<file path="src/rtl/bcd_timer_ctrl.sv">
// bcd_timer_ctrl: start/stop/load run-control for a two-digit BCD stopwatch.
// A prescaler divides CLK down to count ticks; the units/tens digits advance
// in BCD on each tick and stop at a programmable nonzero terminal value.
// Optional lap capture is compiled in when BCD_LAP_EN is defined.
module bcd_timer_ctrl #(
    parameter int PRESCALE = 10
) (
    input  logic       CLK,
    input  logic       Clear,
    input  logic       start,
    input  logic       stop,
    input  logic       load,
    input  logic [7:0] target,
`ifdef BCD_LAP_EN
    input  logic       lap,
`endif
    output logic [3:0] unidades,
    output logic [3:0] decenas,
    output logic       running,
    output logic       done,
    output logic [7:0] lap_value
);

    typedef enum logic [1:0] {
        ST_IDLE  = 2'd0,
        ST_RUN   = 2'd1,
        ST_PAUSE = 2'd2,
        ST_DONE  = 2'd3
    } state_t;

    localparam logic [15:0] PRESC_MAX = 16'(PRESCALE - 1);

    // Digits above 9 are not legal BCD; saturate them to 9.
    function automatic logic [3:0] clamp_digit(input logic [3:0] d);
        if (d > 4'd9) begin
            clamp_digit = 4'd9;
        end else begin
            clamp_digit = d;
        end
    endfunction

    state_t      state_r, state_nxt_s;
    logic [3:0]  units_r, units_nxt_s, units_inc_s;
    logic [3:0]  tens_r, tens_nxt_s, tens_inc_s;
    logic [15:0] presc_r, presc_nxt_s;
    logic [7:0]  target_r;
    logic        running_r, done_r, done_nxt_s;
    logic        tick_s, hit_s;

    // BCD increment of the current count and target-match of the result.
    always_comb begin
        units_inc_s = units_r + 4'd1;
        tens_inc_s  = tens_r;
        if (units_r >= 4'd9) begin
            units_inc_s = 4'd0;
            if (tens_r >= 4'd9) begin
                tens_inc_s = 4'd0;
            end else begin
                tens_inc_s = tens_r + 4'd1;
            end
        end else begin
            tens_inc_s = tens_r;
        end
        tick_s = (presc_r == PRESC_MAX);
        hit_s  = (target_r != 8'h00) && ({tens_inc_s, units_inc_s} == target_r);
    end

    // Next-state, count and prescaler logic; stop outranks start, a target hit outranks stop.
    always_comb begin
        state_nxt_s = state_r;
        units_nxt_s = units_r;
        tens_nxt_s  = tens_r;
        presc_nxt_s = presc_r;
        done_nxt_s  = 1'b0;
        case (state_r)
            ST_IDLE: begin
                units_nxt_s = 4'd0;
                tens_nxt_s  = 4'd0;
                presc_nxt_s = 16'd0;
                if (stop) begin
                    state_nxt_s = ST_IDLE;
                end else if (start) begin
                    state_nxt_s = ST_RUN;
                end else begin
                    state_nxt_s = ST_IDLE;
                end
            end
            ST_RUN: begin
                if (tick_s) begin
                    presc_nxt_s = 16'd0;
                    units_nxt_s = units_inc_s;
                    tens_nxt_s  = tens_inc_s;
                end else begin
                    presc_nxt_s = presc_r + 16'd1;
                end
                if (tick_s && hit_s) begin
                    state_nxt_s = ST_DONE;
                    done_nxt_s  = 1'b1;
                end else if (stop) begin
                    state_nxt_s = ST_PAUSE;
                end else begin
                    state_nxt_s = ST_RUN;
                end
            end
            ST_PAUSE: begin
                if (stop) begin
                    state_nxt_s = ST_IDLE;
                    units_nxt_s = 4'd0;
                    tens_nxt_s  = 4'd0;
                    presc_nxt_s = 16'd0;
                end else if (start) begin
                    state_nxt_s = ST_RUN;
                end else begin
                    state_nxt_s = ST_PAUSE;
                end
            end
            ST_DONE: begin
                if (stop) begin
                    state_nxt_s = ST_IDLE;
                    units_nxt_s = 4'd0;
                    tens_nxt_s  = 4'd0;
                    presc_nxt_s = 16'd0;
                end else if (start) begin
                    state_nxt_s = ST_RUN;
                    units_nxt_s = 4'd0;
                    tens_nxt_s  = 4'd0;
                    presc_nxt_s = 16'd0;
                end else begin
                    state_nxt_s = ST_DONE;
                end
            end
            default: begin
                state_nxt_s = ST_IDLE;
                units_nxt_s = 4'd0;
                tens_nxt_s  = 4'd0;
                presc_nxt_s = 16'd0;
            end
        endcase
    end

    // State, count, prescaler and status flag registers.
    always_ff @(posedge CLK or negedge Clear) begin
        if (!Clear) begin
            state_r   <= ST_IDLE;
            units_r   <= 4'd0;
            tens_r    <= 4'd0;
            presc_r   <= 16'd0;
            running_r <= 1'b0;
            done_r    <= 1'b0;
        end else begin
            state_r   <= state_nxt_s;
            units_r   <= units_nxt_s;
            tens_r    <= tens_nxt_s;
            presc_r   <= presc_nxt_s;
            running_r <= (state_nxt_s == ST_RUN);
            done_r    <= done_nxt_s;
        end
    end

    // Target register: loadable whenever the count is not running, digits clamped to 9.
    always_ff @(posedge CLK or negedge Clear) begin
        if (!Clear) begin
            target_r <= 8'h00;
        end else if (load && (state_r != ST_RUN)) begin
            target_r <= {clamp_digit(target[7:4]), clamp_digit(target[3:0])};
        end
    end

`ifdef BCD_LAP_EN
    logic [7:0] lap_r;

    // Lap capture of the pre-tick count in RUN/PAUSE; cleared when returning to IDLE.
    always_ff @(posedge CLK or negedge Clear) begin
        if (!Clear) begin
            lap_r <= 8'h00;
        end else if ((state_nxt_s == ST_IDLE) && (state_r != ST_IDLE)) begin
            lap_r <= 8'h00;
        end else if (lap && ((state_r == ST_RUN) || (state_r == ST_PAUSE))) begin
            lap_r <= {tens_r, units_r};
        end
    end

    assign lap_value = lap_r;
`else
    assign lap_value = 8'h00;
`endif

    assign unidades = units_r;
    assign decenas  = tens_r;
    assign running  = running_r;
    assign done     = done_r;

endmodule

</file>
<file path="config.mk">
export PLATFORM = sky130hd
export DESIGN_NAME = bcd_timer_ctrl
export DESIGN_NICKNAME = d
export VERILOG_FILES = /design/src/rtl/bcd_timer_ctrl.sv
export SDC_FILE = /design/constraint.sdc
export NUM_CORES = 1
export LEC_CHECK = 0
export CAP_MARGIN = 30
export CORE_MARGIN = 2
export CORE_UTILIZATION = 45
export DETAILED_ROUTE_END_ITERATION = 16
export PLACE_DENSITY = 0.71
export SKIP_LAST_GASP = 1
export SLEW_MARGIN = 0
export SYNTH_ARGS = -nofsm -noshare
export SYNTH_HDL_FRONTEND = slang
export SYNTH_SLANG_ARGS = --single-unit
</file>
<file path="constraint.sdc">
create_clock -name CLK -period 3.2 [get_ports CLK]
set_input_delay 0.32 -clock CLK [delete_from_list [all_inputs] [get_ports CLK]]
set_output_delay 0.32 -clock CLK [all_outputs]
set_load 0.02 [all_outputs]
</file>
==> flow_metrics.tcl <==
set metrics [dict create \
    finalSetupViolCount 0 \
    netlist_instances 223 \
    cp_top_family "simple AND/OR/NAND/NOR gates" \
    p_sw_uw 241.0 \
    crit_type "flop to flop" \
    period_needed_ns 2.371 \
    gp_congestion 0.9018 \
    core_mm2 0.004354 \
    die_area_mm2 0.005078 \
    viasPerCell 5.474 \
    crit_path_end_kind "flop" \
    yosysTopAreaCellShare 0.4425 \
    comb_power_share 0.114 \
    status "complete, no violations" \
    grt_max_degree 37 \
    synth_edf_count 0 \
    cp_num_cells 8 \
    finalSetupTns_ns 0 \
    syn_area_per_cell_um2 9.129 \
    skew_ns 0.006166 \
    fmax_ghz 0.4217 \
    final_cell_mix "dfrtp_1, o21ai_0, nand2_1, clkdlybuf4s50_1, nor2_1" \
    cts_htree_levels 2 \
    areaGrowthSynthToFinish_pct 16.84 \
    cts_buffers 5 \
    timing.slew.headroom 0.6265 \
    grt_overflow_total 0 \
    grt_first_pass_wirelength_mm 6.969 \
    die_height_um 71.26 \
    hold_class "input port to async pin" \
    n_antenna_cell 0 \
    cts_resized 0 \
    yosys-top-cells-area "dfrtp_1, o21ai_0, ha_1" \
    dr.pass1.iters 4 \
    slew_viol_final 0 \
    initial_core_util 0.4675 \
    synth-seq-area-share 0.4425 \
    r2r_end "presc_r[15]" \
    final_common_cell "dfrtp_1" \
    drt_first_iter_violations 59 \
    maxCapViolCount 0 \
    worstRegToRegCells 8 \
    post_synth_num_cell_types 39 \
    max_stage_delay_ns 0.41 \
    rsz0062_at_grt "false" \
    r2r-start "presc_r[1]" \
    wirelength_mm 4.019 \
    p_int_uw 695.9 \
    cp-startpoint "presc_r[1]" \
    wire_per_inst_um 13.31 \
    ant_nets 0 \
    fin_crit_sh 0.7410 \
    cts_tree "yes" \
    grt.total_usage 0.1749 \
    met2_usage 0.2551 \
    synth_ff_type "dfrtp_1" \
    cts.sinks 36 \
    crit_chain "inv_1 > ha_1 > nor4bb_1 > and4_1 > nand2b_1 > and2_0 > buf_4 > nor2_1" \
    post-route-util 0.5463 \
    critPathSlowestCell "dfrtp_1" \
    power_density_mw_per_mm2 393.9 \
    pin_count 31 \
    worstMarginPinSlew_ns 0.5603 \
    critical_path.startpoint_type "flop" \
    cp.required_ns 3.39 \
    whs_ns 0.4447 \
    crit_buf_inv 2 \
    top_usage_layer "met2" \
    path_clk_slew_ns 0.07 \
    yosys.area.top_type "dfrtp_1" \
    cts_setup_buffers 0 \
    clk_latency_ns 0.30 \
    async_flop_share 1.000 \
    pwr-share-seq 0.524 \
    final_hold_viol_count 0 \
    synth_seq_cells 36 \
    arrival_ns 2.56 \
    irDropWorstVdd_v 0.0002893 \
    crit_fanout 11 \
    clockRootBuffer "clkbuf_8" \
    vias 1653 \
    ctsHoldBuffers 0 \
    rrSetupSlack_ns 0.83 \
    synth_area_mm2 0.002036 \
    die_w_um 71.26 \
    nNetsFinal 270 \
    antenna_found_initial 0 \
    dp_hpwl_mm 2.933 \
    met3_usage 0.04501 \
    final_layout_size_suffix_gt1_frac 0.06800 \
    met1_usage 0.2447 \
    io_buffers 22 \
    first_global_vias 1526 \
    drc 0 \
    power.share.clock 0.361 \
    rows 24 \
    cts_buffer_depth 2 \
    p_leak_nw 1.045 \
    yosysWarnings 0 \
    swShare 0.2572 \
]
==> area by class of cell <==
class                   instances  area, µm²
well taps                      52      65.06
fillers                       388       1976
repair buffers                 25      242.7
inverters                      11      41.29
clock buffers                   8      90.09
multi-input cells             170       1039
flip-flops and latches         36      900.9
==> cell families after synthesis <==
| family | Yosys count | synth area share |
|---|---|---|
| compound gates | 43 | 0.1235 |
| xor+xnor | 18 | 0.07744 |
| fa+ha+maj | 8 | 0.04917 |
| buf+inv | 24 | 0.06023 |
| flops | 36 | 0.4425 |
| mux | 4 | 0.02090 |
| other cells | 1 | 0.001842 |
| simple gates | 89 | 0.2243 |
==> flip-flops by register name, indices dropped and copies added, names as in the netlist <==
name      flops
done          1
state_r       2
presc_r      16
target_r      8
unidades      4
decenas       4
running       1
==> metrics by stage <==
| stage | instances | worst slack (ns) | power, mW | cell area, µm² |
|---|---|---|---|---|
| CTS | 302 | 0.8500 | 0.9461 | 2379 |
| detailed placement | 294 | 0.8860 | 0.6077 | 2288 |
| finish | 302 | 0.8288 | 0.9369 | 2379 |
| floorplan | 230 | 1.047 | 0.5703 | 2062 |
| global route | 302 | 0.6212 | 0.9773 | 2379 |
| global placement | 294 | 0.8748 | 0.6061 | 2288 |
==> power groups by stage <==
stage          logic, mW  clock network (mW)  registers (mW)
2_1_floorplan     0.0732                   0           0.497
3_3_place_gp       0.106                   0           0.500
3_5_place_dp       0.107                   0           0.500
4_1_cts            0.108               0.347           0.492
5_1_grt            0.120               0.362           0.494
6_report           0.107               0.338           0.491
==> cell usage after synthesis, types with 3 or more instances <==
| cell type | instances |
|---|---|
| inv_1 | 10 |
| nor3_1 | 4 |
| nand2_1 | 22 |
| nand3_1 | 11 |
| and3_1 | 4 |
| nand2b_1 | 9 |
| nand4_1 | 4 |
| nor2_1 | 20 |
| xor2_1 | 11 |
| o21ai_0 | 25 |
| o31ai_1 | 3 |
| xnor2_1 | 7 |
| ha_1 | 8 |
| a21oi_1 | 4 |
| o22ai_1 | 3 |
| dfrtp_1 | 36 |
| clkbuf_1 | 3 |
| nor4_1 | 3 |
| buf_4 | 8 |
==> per-layer routing <==
metal	vias up	part of all wire	wire (µm)
li1	804	-	-
met1	802	0.50	2013
met2	40	0.43	1746
met3	7	0.043	174
met4	0	0.021	86
met5	-	0	0
==> how the worst max path moves through the flow <==
stage,endpoint,slack [ns]
finish,presc_r[15],0.83
global route,decenas[0],0.62
CTS,presc_r[15],0.85
detailed placement,presc_r[15],0.89
global placement,presc_r[15],0.87
floorplan,running,1.05
(Power assumes the default switching activity.)
